[src/rtl/timer_display_scan.sv]
// Three-digit multiplexed common-anode seven-segment scanner for the countdown timer.
// Digits are captured once per frame; leading-zero blanking, error glyph and stop blink.
module timer_display_scan #(
    parameter int unsigned REFRESH_DIV  = 50000,
    parameter int unsigned GUARD        = 500,
    parameter int unsigned BLINK_FRAMES = 64
) (
    input  logic       Clk,
    input  logic       Rst,
    input  logic [3:0] First,
    input  logic [3:0] Second,
    input  logic [3:0] Third,
    input  logic       Stop,
    output logic [2:0] An,
    output logic [6:0] Seg
);

    localparam int unsigned CW = $clog2(REFRESH_DIV);
    localparam int unsigned BW = (BLINK_FRAMES > 1) ? $clog2(BLINK_FRAMES) : 1;

    typedef enum logic [1:0] {
        SLOT_ONES     = 2'd0,
        SLOT_TENS     = 2'd1,
        SLOT_HUNDREDS = 2'd2
    } slot_t;

    slot_t          slot, slot_nxt;
    logic [CW-1:0]  refresh_cnt, refresh_cnt_nxt;
    logic [BW-1:0]  blink_cnt, blink_cnt_nxt;
    logic           blink_on, blink_on_nxt;
    logic [3:0]     sh_first, sh_second, sh_third;
    logic           sh_stop;
    logic           slot_end, frame_end;
    logic [3:0]     digit;
    logic           blank;
    logic [6:0]     glyph;
    logic [2:0]     an_nxt;
    logic [6:0]     seg_nxt;

    always_ff @(posedge Clk) begin
        if (!Rst) begin
            refresh_cnt <= '0;
            slot        <= SLOT_ONES;
            blink_cnt   <= '0;
            blink_on    <= 1'b1;
            sh_first    <= '0;
            sh_second   <= '0;
            sh_third    <= '0;
            sh_stop     <= 1'b0;
            An          <= '1;
            Seg         <= '1;
        end else begin
            refresh_cnt <= refresh_cnt_nxt;
            slot        <= slot_nxt;
            blink_cnt   <= blink_cnt_nxt;
            blink_on    <= blink_on_nxt;
            An          <= an_nxt;
            Seg         <= seg_nxt;
            if (frame_end) begin
                sh_first  <= First;
                sh_second <= Second;
                sh_third  <= Third;
                sh_stop   <= Stop;
            end
        end
    end

    always_comb begin
        slot_end        = (refresh_cnt == CW'(REFRESH_DIV - 1));
        frame_end       = slot_end && (slot == SLOT_HUNDREDS);
        refresh_cnt_nxt = slot_end ? '0 : refresh_cnt + 1'b1;
        slot_nxt        = slot;
        blink_cnt_nxt   = blink_cnt;
        blink_on_nxt    = blink_on;
        if (slot_end) begin
            case (slot)
                SLOT_ONES: slot_nxt = SLOT_TENS;
                SLOT_TENS: slot_nxt = SLOT_HUNDREDS;
                default:   slot_nxt = SLOT_ONES;
            endcase
        end
        // Counting only runs once Stop was already captured, so the first stopped phase is a full ON phase
        if (frame_end) begin
            if (!Stop || !sh_stop) begin
                blink_cnt_nxt = '0;
                blink_on_nxt  = 1'b1;
            end else if (blink_cnt == BW'(BLINK_FRAMES - 1)) begin
                blink_cnt_nxt = '0;
                blink_on_nxt  = ~blink_on;
            end else begin
                blink_cnt_nxt = blink_cnt + 1'b1;
            end
        end
    end

    always_comb begin
        digit = sh_first;
        blank = 1'b0;
        case (slot)
            SLOT_TENS: begin
                digit = sh_second;
                blank = (sh_third == 4'd0) && (sh_second == 4'd0);
            end
            SLOT_HUNDREDS: begin
                digit = sh_third;
                blank = (sh_third == 4'd0);
            end
            default: begin
                digit = sh_first;
                blank = 1'b0;
            end
        endcase

        case (digit)
            4'd0:    glyph = 7'h3F;
            4'd1:    glyph = 7'h06;
            4'd2:    glyph = 7'h5B;
            4'd3:    glyph = 7'h4F;
            4'd4:    glyph = 7'h66;
            4'd5:    glyph = 7'h6D;
            4'd6:    glyph = 7'h7D;
            4'd7:    glyph = 7'h07;
            4'd8:    glyph = 7'h7F;
            4'd9:    glyph = 7'h6F;
            default: glyph = 7'h79;
        endcase

        an_nxt  = '1;
        seg_nxt = '1;
        if ((refresh_cnt >= CW'(GUARD)) && blink_on && !blank) begin
            case (slot)
                SLOT_TENS:     an_nxt = 3'b101;
                SLOT_HUNDREDS: an_nxt = 3'b011;
                default:       an_nxt = 3'b110;
            endcase
            seg_nxt = ~glyph;
        end
    end

endmodule

[config.mk]
export PLATFORM = sky130hd
export DESIGN_NAME = timer_display_scan
export DESIGN_NICKNAME = d
export VERILOG_FILES = /design/src/rtl/timer_display_scan.sv
export SDC_FILE = /design/constraint.sdc
export NUM_CORES = 1
export LEC_CHECK = 0
export BUFFER_PORTS_ARGS = -buffer_cell sky130_fd_sc_hd__buf_2
export CORE_ASPECT_RATIO = 2
export CORE_MARGIN = 2
export CORE_UTILIZATION = 50
export CTS_CLUSTER_DIAMETER = 100
export DETAILED_ROUTE_END_ITERATION = 6
export HOLD_SLACK_MARGIN = 0.06
export PLACE_DENSITY = 0.74
export SLEW_MARGIN = 5
export SYNTH_ARGS = -nofsm -noshare
export SYNTH_HDL_FRONTEND = slang
export SYNTH_SLANG_ARGS = --single-unit
[constraint.sdc]
create_clock -name Clk -period 3.09 [get_ports Clk]
set_input_delay 0.4635 -clock Clk [delete_from_list [all_inputs] [get_ports Clk]]
set_output_delay 0.4635 -clock Clk [all_outputs]
set_load 0.1 [all_outputs]
==> impl_metrics.yaml <==
logic_synthesis:
  synth_area_mm2: 0.002262
  number_of_enable_flip_flop_cells_after_synthesis: 0
  yosys.area_share.adder: 0.06637
  synth_top_flop_cell: "sky130_fd_sc_hd__dfxtp_1"
  synth_cell_type_count: 46
  yosys_register_bits: 48
  synth_compound_gate_area_share: 0.1488
  avgSynthCellArea_um2: 8.734
  yosysTopAreaCell: "sky130_fd_sc_hd__dfxtp_1"
  muxShareOfSynthArea: 0.02710
  synth_cells: 259
  post_synthesis_net_count: 286
  yosys-top-cells-area: "sky130_fd_sc_hd__dfxtp_1, sky130_fd_sc_hd__ha_1, sky130_fd_sc_hd__nand2_1"
  yosys.area_share.simple: 0.2528
  yosys.area.top_type_share: 0.4248
  seq_area_frac_synth: 0.4248
  ys.warnings.count: 0
  dominant_combinational_cell_family_by_area_after_synthesis: "simple AND/OR/NAND/NOR gates"
  proportion_of_register_bits_with_asynchronous_set_or_reset_after_synthesis: 0
  synth-xor-area-share: 0.04646
global_route:
  global_route.overflow_total: 0
  grt_antenna_before_repair: 0
  grt_start_max_net_pins: 20
  groute.usage.overall: 0.1981
  grt_pass1_vias: 1787
  first_pass_grt_wire_length_mm: 7.679
routing:
  initialDrtViolationCount: 40
  drt_pass1_iterations: 4
  drtAntennaViolNets: 0
  avgViaCountPerCell: 5.512
  detail_route.wl_per_cell_um: 13.47
  drc: 0
  detailroute.via_count: 1863
  wirelength_mm: 4.553
timing:
  setup_tns_ns: 0
  timing_worst_slew_pin_value_ns: 0.4934
  final_hold_violations: 0
  slew_violations: 0
  final.min_clock_period_ns: 2.126
  maxSlewHeadroom: 0.6703
  setup_viol: 0
  setup_repair_after_global_routing_missed_its_margin: "false"
  finClkSkew_ns: 0.005661
  fin_crit_sh: 0.6880
  maxClockFrequency_mhz: 470.4
clock_network:
  clkSinkCount: 48
  path_clk_slew_ns: 0.08
  clkLatencyLatePin_ns: 0.30
  clock_tree_from_tritoncts: "yes"
  post_cts_buffers: 0
  cts_repair_resize_count: 0
  cts.root.buffer_cell: "sky130_fd_sc_hd__clkbuf_8"
  ctsHoldBuffers: 0
  htree_levels: 2
  cts_made_buffers: 5
  cts.path.max_buffers: 2
power:
  share_of_total_power_in_the_clock_network: 0.403
  swShare: 0.2008
  vdd_ir_drop_max_mv: 0.3653
  power_per_cell_area_mw_per_mm2: 432.2
  share_seq_of_total_power: 0.572
  power.combinational.fraction: 0.025
  net_switching_power_figure_uw: 219.6
  power_total_uw: 1094
  static-leakage-power_uw: 0.0008849
  cellInternalPower_uw: 873.9
finish:
  fin_nets: 310
  fill_cells: 425
  most_frequent_cells_in_the_layout: "sky130_fd_sc_hd__dfxtp_1, sky130_fd_sc_hd__nand2_1, sky130_fd_sc_hd__buf_2"
  antenna_cells: 0
  area_growth_syn_to_layout_pct: 11.84
  final_core_util: 0.5830
  post_route_cells_drive_above_1_share: 0.1479
  leading_cell_type_in_the_layout_fill_and_taps_excluded: "sky130_fd_sc_hd__dfxtp_1"
  stdcell_count: 338
min_path:
  hold_path.class: "in2reg"
worst_setup_path:
  cp_data_arrival_time_ns: 2.30
  crit_path_end_kind: "flop"
  path_max_fanout: 11
  worst-setup-path-type: "reg2reg"
  required_ns: 3.27
  startpoint_type: "flop"
floorplan:
  top_level_ports: 25
  die_span_in_y_um: 99.13
  initial_core_utilization: 0.5213
  die_w_um: 51.56
  die_area_mm2: 0.005111
  fp-row-count: 34
  core_area_mm2: 0.004339
placement:
  place_congestion: 0.8859
  place_inst: 330
  buffers_added_on_ports: 24
  dp_hpwl_mm: 3.391
flow_run:
  drv.max_cap_violation_count: 0
run_status:
  status: "completed"
final timing paths:
check | depth (start not counted) | slack [ns] | from | endpoint
setup / recovery | 8 | 0.96 | slot[0] | Seg[3]
hold / removal | 3 | 0.40 | Second[3] | sh_second[3]
setup reg to reg | 8 | 0.96 | slot[0] | Seg[3]
hold reg to reg | 2 | 0.46 | sh_first[3] | sh_first[3]
synthesized netlist by cell type, drive strengths merged, types with 2 or more instances:
library cell   n
a21boi        11
or3            5
a31oi          2
xnor2         10
nand2         39
a21o           2
or2            2
nand3          9
a21oi         13
mux2i          5
o21ai         13
dfxtp         48
clkbuf         5
nand4b         2
buf            3
and4           3
and2           3
a22oi          3
ha            12
and3           3
inv           10
nand4          5
o211ai         2
nor2          23
nor4           5
xor2           2
or4            2
nor3           5
layer usage:
layer / share of wire / GRT usage
met5: 0 / 0
met4: 0.035 / 0.1255
met3: 0.030 / 0.03754
met2: 0.53 / 0.3491
met1: 0.40 / 0.2054
metrics by stage:
stage,area (um^2),hold slack [ns],setup slack [ns]
6_report,2530,0.3992,0.9641
5_1_grt,2530,0.3993,0.7440
4_1_cts,2530,0.3919,0.9628
3_5_place_dp,2422,0.4560,0.9791
3_3_place_gp,2422,0.4480,1.061
2_1_floorplan,2262,0.4161,1.062
worst max-delay path, stage by stage (launching register included):
cell,delay [ns]
sky130_fd_sc_hd__dfxtp_1,0.38
sky130_fd_sc_hd__inv_1,0.08
sky130_fd_sc_hd__ha_1,0.47
sky130_fd_sc_hd__nor2_1,0.07
sky130_fd_sc_hd__a21oi_1,0.37
sky130_fd_sc_hd__inv_1,0.16
sky130_fd_sc_hd__ha_1,0.25
sky130_fd_sc_hd__mux2i_1,0.13
sky130_fd_sc_hd__o21ai_0,0.08
kinds of logic after synthesis:
family	Yosys count
AND/OR/NAND/NOR	109
AO/OA/AOI/OAI	53
flip-flops	48
buffers and inverters	19
XOR/XNOR	12
adder cells (fa/ha/maj)	12
multiplexers	6
area by class of cell:
class	count	area, um^2	share of cell area
clock inverters	2	35.03	0.01385
repair buffers	25	127.6	0.05044
flip-flops and latches	48	960.9	0.3798
multi-input cells	192	1225	0.4842
inverters	11	41.29	0.01632
well taps	54	67.56	0.02671
clock buffers	6	72.57	0.02868
flip-flops by register name (all words and copies together), names as in the netlist:
register     count
sh_first         4
slot             2
blink_cnt        6
blink_on         1
refresh_cnt     16
An               3
Seg              7
sh_third         4
sh_stop          1
sh_second        4
power by group through the flow:
stage	clock network [uW]	logic (uW)	registers [uW]
floorplan	0	14.4	639
global placement	0	27.4	640
detailed placement	0	28.0	640
CTS	453	28.2	626
global route	482	31.5	626
finish	440	27.6	625
No activity file was read; power rests on OpenSTA's default activity.
